File: config.mk
export PLATFORM = sky130hd
export DESIGN_NAME = oper_start_in_pipe
export DESIGN_NICKNAME = d
export VERILOG_FILES = /design/src/rtl/oper_start_in_pipe.sv
export SDC_FILE = /design/constraint.sdc
export NUM_CORES = 1
export LEC_CHECK = 0
export BUFFER_PORTS_ARGS = -buffer_cell sky130_fd_sc_hd__buf_2
export CORE_MARGIN = 2
export CORE_UTILIZATION = 50
export DETAILED_ROUTE_END_ITERATION = 10
export PLACE_DENSITY = 0.73
export SKIP_CTS_REPAIR_TIMING = 1
export SYNTH_ARGS = -nofsm -noshare
export SYNTH_HDL_FRONTEND = slang
export SYNTH_SLANG_ARGS = --single-unit
File: constraint.sdc
create_clock -name clk -period 6 [get_ports clk]
set_clock_uncertainty 0.2 [all_clocks]
set_input_delay 1.2 -clock clk [delete_from_list [all_inputs] [get_ports clk]]
set_output_delay 1.2 -clock clk [all_outputs]
set_load 0.02 [all_outputs]
File: src/rtl/oper_start_in_pipe.sv
// rtl/oper_start_in_pipe.sv - elastic FP add/sub operand ordering stage (capture + result register)
module oper_start_in_pipe #(
  parameter int W  = 32,
  parameter int EW = 8
) (
  input  logic          clk,
  input  logic          rst,
  input  logic          in_valid_i,
  output logic          in_ready_o,
  input  logic          add_subt_i,
  input  logic [W-1:0]  Data_X_i,
  input  logic [W-1:0]  Data_Y_i,
  output logic          out_valid_o,
  input  logic          out_ready_i,
  output logic [W-2:0]  DMP_o,
  output logic [W-2:0]  DmP_o,
  output logic [EW-1:0] exp_diff_o,
  output logic          zero_flag_o,
  output logic          real_op_o,
  output logic          sign_final_result_o,
  output logic          special_o
);

  // capture stage contents
  logic         s1_valid;
  logic [W-1:0] s1_x;
  logic [W-1:0] s1_y;
  logic         s1_op;

  // handshake controls
  logic s1_load;
  logic s2_load;

  // combinational results computed from the capture stage
  logic [W-2:0]  mag_x;
  logic [W-2:0]  mag_y;
  logic          x_ge_y;
  logic [W-2:0]  dmp;
  logic [W-2:0]  dmp_min;
  logic [EW-1:0] exp_diff;
  logic          real_op;
  logic          zero_flag;
  logic          sign_res;
  logic          special;

  // S2 may load when it is empty or its result leaves this edge; S1 refills when it drains
  always_comb begin
    s2_load    = s1_valid & (~out_valid_o | out_ready_i);
    in_ready_o = rst & (~s1_valid | s2_load);
    s1_load    = in_valid_i & in_ready_o;
  end

  // order operands by magnitude and derive effective operation, sign and flags
  always_comb begin
    mag_x     = s1_x[W-2:0];
    mag_y     = s1_y[W-2:0];
    x_ge_y    = (mag_x >= mag_y);
    real_op   = s1_op ^ s1_x[W-1] ^ s1_y[W-1];
    dmp       = x_ge_y ? mag_x : mag_y;
    dmp_min   = x_ge_y ? mag_y : mag_x;
    // magnitude ordering guarantees the exponent difference never wraps
    exp_diff  = dmp[W-2:W-1-EW] - dmp_min[W-2:W-1-EW];
    // equal magnitudes under effective subtraction cancel exactly; result is +0
    zero_flag = real_op & (mag_x == mag_y);
    sign_res  = x_ge_y ? s1_x[W-1] : (s1_y[W-1] ^ s1_op);
    if (zero_flag) begin
      sign_res = 1'b0;
    end
    special   = (&s1_x[W-2:W-1-EW]) | (&s1_y[W-2:W-1-EW]);
  end

  // capture register: holds one accepted operand set until S2 takes it
  always_ff @(posedge clk or negedge rst) begin
    if (!rst) begin
      s1_valid <= 1'b0;
      s1_x     <= '0;
      s1_y     <= '0;
      s1_op    <= 1'b0;
    end else begin
      if (s1_load) begin
        s1_valid <= 1'b1;
        s1_x     <= Data_X_i;
        s1_y     <= Data_Y_i;
        s1_op    <= add_subt_i;
      end else if (s2_load) begin
        s1_valid <= 1'b0;
      end
    end
  end

  // result register: outputs stay frozen while valid and not accepted downstream
  always_ff @(posedge clk or negedge rst) begin
    if (!rst) begin
      out_valid_o         <= 1'b0;
      DMP_o               <= '0;
      DmP_o               <= '0;
      exp_diff_o          <= '0;
      zero_flag_o         <= 1'b0;
      real_op_o           <= 1'b0;
      sign_final_result_o <= 1'b0;
      special_o           <= 1'b0;
    end else begin
      if (s2_load) begin
        out_valid_o         <= 1'b1;
        DMP_o               <= dmp;
        DmP_o               <= dmp_min;
        exp_diff_o          <= exp_diff;
        zero_flag_o         <= zero_flag;
        real_op_o           <= real_op;
        sign_final_result_o <= sign_res;
        special_o           <= special;
      end else if (out_ready_i) begin
        out_valid_o <= 1'b0;
      end
    end
  end

endmodule

Word level (Yosys, flattened, before mapping)

Index checks and enable logic that the tools add are counted.

Flip-flop bits (word level): 141
Word-level logic and storage cells: 39
Output and inout bits: 76
Input port bits: 69

Add/subtract/negate cells: 1
Eq/ne operators: 1
Reductions and logical operators: 4
Bitwise operators: 12
Magnitude comparators: 1
Muxes and demuxes: 8

Operators with widths:

| kind                 | count |
|---|---|
| 2-to-1 mux 31 bit    | 2 |
| == test 31 bit       | 1 |
| >= comparator 31 bit | 1 |
| AND reduction 8 bit  | 2 |
| subtractor 8 bit     | 1 |
| 2-to-1 mux 1 bit     | 6 |
| AND 1 bit            | 4 |
| nonzero test 2 bit   | 2 |
| bitwise OR 1 bit     | 3 |
| bitwise XOR 1 bit    | 3 |
| inverter 1 bit       | 2 |

Depth between registers and ports, before layout

Depth after elaboration: 7
Gate-level depth with buffers: 12
Mapped depth without buffers: 11

Least setup slack after synthesis

Ideal clock, no wire load.

Path type: register -> register
Start point: reg s1_x[29]
End point: reg exp_diff_o[7]
Clock period less this slack: 3363 ps
Data arrival time: 3031 ps
Data required time: 5668 ps
Setup time: 132 ps
Buffers on the path: 0
Slack: 2637 ps
Cell stages (with the launch flop): 11
Path through: dfrtp_1 > ha_1 > nand4_1 > or2_1 > or4b_1 > o211ai_2 > or2_2 > mux2_1 > a211oi_2 > a221o_1 > o211ai_1

Cells in the longest elaborated chain, start to end: 3
Elaborated cells on any way between the ends: 4
Those cells by class: add/sub (1); order compare (1); mux (2)

Ends and longest elaborated chain:

| item                                 | line   | RTL |
|---|---|---|
| start, declared                      | 26     | `logic [W-1:0] s1_x;` |
| start signal, assigned               | 82     | `s1_x <= Data_X_i;` |
| >= comparator 31 bit                 | 57     | `x_ge_y = (mag_x >= mag_y);` |
| 2-to-1 mux 31 bit (on tied branches) | 59, 60 |  |
| subtractor 8 bit *                   | 62     | `exp_diff = dmp[W-2:W-1-EW] - dmp_min[W-2:W-1-EW];` |
| end signal, assigned                 | 107    | `exp_diff_o <= exp_diff;` |
| end, declared                        | 17     | `output logic [EW-1:0] exp_diff_o,` |

Every way passes the cells marked *; elsewhere a longest branch is shown, timed or not.
A chain may end at the register's enable or synchronous reset.

Worst setup path in the final report

Start point: reg s1_y[28]
End point: reg exp_diff_o[7]

Cells in the longest elaborated chain, start to end: 3
Elaborated cells on any way between the ends: 4
Those cells by class: add/sub (1); order compare (1); mux (2)

Ends and longest elaborated chain:

| item                                 | line   | RTL |
|---|---|---|
| start, declared                      | 27     | `logic [W-1:0] s1_y;` |
| start signal, assigned               | 83     | `s1_y <= Data_Y_i;` |
| >= comparator 31 bit                 | 57     |  |
| 2-to-1 mux 31 bit (on tied branches) | 59, 60 |  |
| subtractor 8 bit *                   | 62     |  |

Marked as above.

==> run_results.csv <==
group,metric,value,unit
outcome,status,"finished clean",
floorplanning,core_area,0.0137,mm2
logic_synthesis,synth_fa_ha_area_share,5.59,%
route,viasPerCell,5.36,
setup_path,cp-startpoint,"s1_y[28]$_DFFE_PN0P_",
setup_path,worstPathCellList,"inv_1 -> ha_1 -> nand4_1 -> or2_1 -> nor4_1 -> a21boi_2 -> or2_2 -> mux2_1 -> a211oi_2 -> a22oi_1 -> o211ai_1",
logic_synthesis,ys_warn_count,0,
timing,setup_tns,0,ns
power_and_ir_drop,power.switching,1.47,mW
setup_path,worstPathRequired,6.14,ns
setup_path,setup.worst_path.class,"reg -> reg",
timing,slew_headroom,37.5,%
timing,finalCritPeriodShare,73.6,%
setup_path,critPathBufInv,1,
power_and_ir_drop,pwr-share-seq,37.4,%
clocking,root_buffer,"clkbuf_16",
placed_design,hpwlAfterDp,11.7,mm
cells_and_area,final_cell_count_no_fill,995,
clocking,cts_sinks,141,
floorplanning,die_w,122,um
run,maxCapViolCount,0,
logic_synthesis,yosys.area.top_type_share,50.8,%
clocking,clkLatencyLatePin,0.42,ns
logic_synthesis,ys_seq_elements,141,
power_and_ir_drop,p_leak,4.09,nW
logic_synthesis,synth_cell_types,54,
power_and_ir_drop,p_per_area,460,mW/mm2
placed_design,dp_cells,964,
floorplanning,start_util,50.6,%
cells_and_area,area_delta_synth_final,20.4,%
logic_synthesis,synth_top_family_by_area,"multiplexers",
route,postRouteAntennaNets,0,
cells_and_area,nets,903,
setup_path,cp_top_family,"simple AND/OR/NAND/NOR gates",
logic_synthesis,synthTopCellsByCount,"141 x dfrtp_1, 90 x nand2_1, 65 x mux2_2",
logic_synthesis,ys_async_sr_fraction,100,%
floorplanning,die_area,0.0148,mm2
global_route,grt.overflow.total,0,
power_and_ir_drop,power.share.switching,38.3,%
route,routedWlPerCell,17.1,um
floorplanning,die_y,122,um
logic_synthesis,syn_inst,670,
timing,rsz0062_at_grt,"false",
logic_synthesis,synth_compound_area_share,13.4,%
worst_hold_path,hp-class,"reg -> reg",
logic_synthesis,synth_area_leaders,"dfrtp_1 51%, mux2_2 11%, ha_1 5.6%",
logic_synthesis,ys_seq_area_share,50.8,%
setup_path,slowest_stage,"or2_2",
logic_synthesis,yosysMostFrequentCell,"dfrtp_1",
setup_path,worstSetupEndpoint,"exp_diff_o[7]$_DFFE_PN0P_",
global_route,grt_pass1_wl,27.6,mm
floorplanning,io_pins,145,
setup_path,startpoint_type,"flop",
global_route,grt_max_degree,95,
clocking,clk_pin_slew,0.06,ns
logic_synthesis,synth-edff-count,0,
timing,final_hold_viol_count,0,
setup_path,endpoint_kind,"flop",
power_and_ir_drop,p_int,2.37,mW
timing,max_freq,227,MHz
clocking,clock_path_buffers,2,
global_route,antenna_found_initial,2,
worst_hold_path,min_from,"DMP_o[25]$_DFFE_PN0P_",
logic_synthesis,synth_area_per_cell,10.4,um2
logic_synthesis,synthesis.nets,770,
route,drtIter0Drc,348,
cells_and_area,final-seq-area,0.00353,mm2
placed_design,gp_congestion,0.853,
route,num_vias,5333,
clocking,h-tree-depth,4,
route,drt-total-wl,17.0,mm
setup_path,r2r-end,"exp_diff_o[7]$_DFFE_PN0P_",
route,post-route-drc-count,0,
logic_synthesis,syn_area,0.00694,mm2
clocking,cts_inserted_buffers,17,
cells_and_area,multi_input_area,0.00316,mm2
logic_synthesis,synthMuxAreaShare,14.3,%
power_and_ir_drop,p_clk_share,25.9,%
power_and_ir_drop,vdd_ir_drop_max,0.261,mV
global_route,grt_usage,24.3,%
cells_and_area,drive_gt1_share,31.0,%
setup_path,r2r_cells,11,
floorplanning,rows,43,
logic_synthesis,synthXorXnorAreaFrac,0.757,%
setup_path,critPathArrivalTime,4.55,ns
logic_synthesis,synth_flop_cell,"dfrtp_1",
timing,period_minus_slack,4.41,ns
cells_and_area,nFillCells,1151,
setup_path,worst-path-stages,11,
timing,tightest_slew,0.938,ns
setup_path,reg2reg_setup_slack,1.59,ns
route,first_pass_iters,4,
power_and_ir_drop,share_comb_of_total_power,36.8,%
cells_and_area,num_antenna_cells,0,
timing,drv_slew,0,
logic_synthesis,synth_top_cell_by_area,"dfrtp_1",
logic_synthesis,synth-simple-area-share,11.1,%
clocking,cts_tree,"done",
setup_path,reg2reg_from,"s1_y[28]$_DFFE_PN0P_",
global_route,grt_pass1_vias,5370,
placed_design,port_buffers,144,
setup_path,slowest_delay,0.67,ns
setup_path,cp_max_fo,37,
timing,setup_viol,0,
-- placed cells by master (no fill, tap or decap), drive strengths merged, types with 25 or more instances in the layout --
| master | count |
|---|---|
| a21oi | 45 |
| buf | 148 |
| clkbuf | 25 |
| dfrtp | 141 |
| ha | 31 |
| inv | 36 |
| mux2 | 66 |
| mux2i | 25 |
| nand2 | 90 |
| nor2 | 46 |
| o21ai | 72 |
-- state kept, by name, summed over array words and instances (netlist names), 8 cells and up --
name and cells:
DMP_o 31, DmP_o 31, exp_diff_o 8, s1_x 32, s1_y 32
-- cell type report --
cell class              count  share of cell area (%)
inverters                  36                    1.62
clock inverters             6                   0.719
clock buffers              25                    5.93
repair buffers            148                    9.06
well taps                 180                    2.69
multi-input cells         459                    37.8
flip-flops and latches    141                    42.2
-- stage by stage --
step / setup WS [ns] / cell area, um2 / hold WS, ns / power (mW) / util (%)
4_1_cts: 1.59 / 8360 / 0.279 / 3.88 / 60.9
2_1_floorplan: 2.64 / 6940 / 0.271 / 2.39 / -
5_1_grt: 1.26 / 8360 / 0.297 / 4.10 / 60.9
3_5_place_dp: 1.60 / 7800 / 0.266 / 2.87 / 56.9
3_3_place_gp: 1.80 / 7800 / 0.259 / 2.83 / 56.9
6_report: 1.59 / 8360 / 0.270 / 3.85 / 60.9
-- power by group through the flow --
stage          Combinational, mW  Sequential (mW)  Clock, mW
2_1_floorplan              0.731             1.66          0
5_1_grt                     1.57             1.48       1.06
4_1_cts                     1.43             1.44       1.01
3_5_place_dp                1.42             1.45          0
3_3_place_gp                1.39             1.43          0
6_report                    1.42             1.44      0.995
-- layer usage --
metal  global-route usage, %  wire [um]  up-vias
li1                        -          -     2606
met1                    31.7       7580     2573
met2                    39.5       8420      125
met3                    5.76        763       25
met4                    9.34        254        4
met5                       0         29        -
-- worst register-to-register path: stages (launching register included) --
cell      delay (ns)
dfrtp_1         0.43
inv_1           0.08
ha_1            0.42
nand4_1         0.16
or2_1           0.27
nor4_1          0.38
a21boi_2        0.44
or2_2           0.67
mux2_1          0.42
a211oi_2        0.50
a22oi_1         0.16
o211ai_1        0.20
-- kinds of logic after synthesis --
group / Yosys count
mux: 91
compound gates: 154
fa+ha+maj: 31
buf+inv: 70
flops: 141
simple gates: 177
xor+xnor: 6
-- worst min-delay path by stage --
stage,cells past startpoint,end,slack [ns]
2_1_floorplan,1,out_valid_o$_DFFE_PN0P_,0.27
3_3_place_gp,2,real_op_o$_DFFE_PN0P_,0.26
3_5_place_dp,2,DMP_o[25]$_DFFE_PN0P_,0.27
4_1_cts,2,DMP_o[25]$_DFFE_PN0P_,0.28
5_1_grt,2,special_o$_DFFE_PN0P_,0.30
6_report,2,DMP_o[25]$_DFFE_PN0P_,0.27
Note: power is estimated with default switching activity, not from simulation.
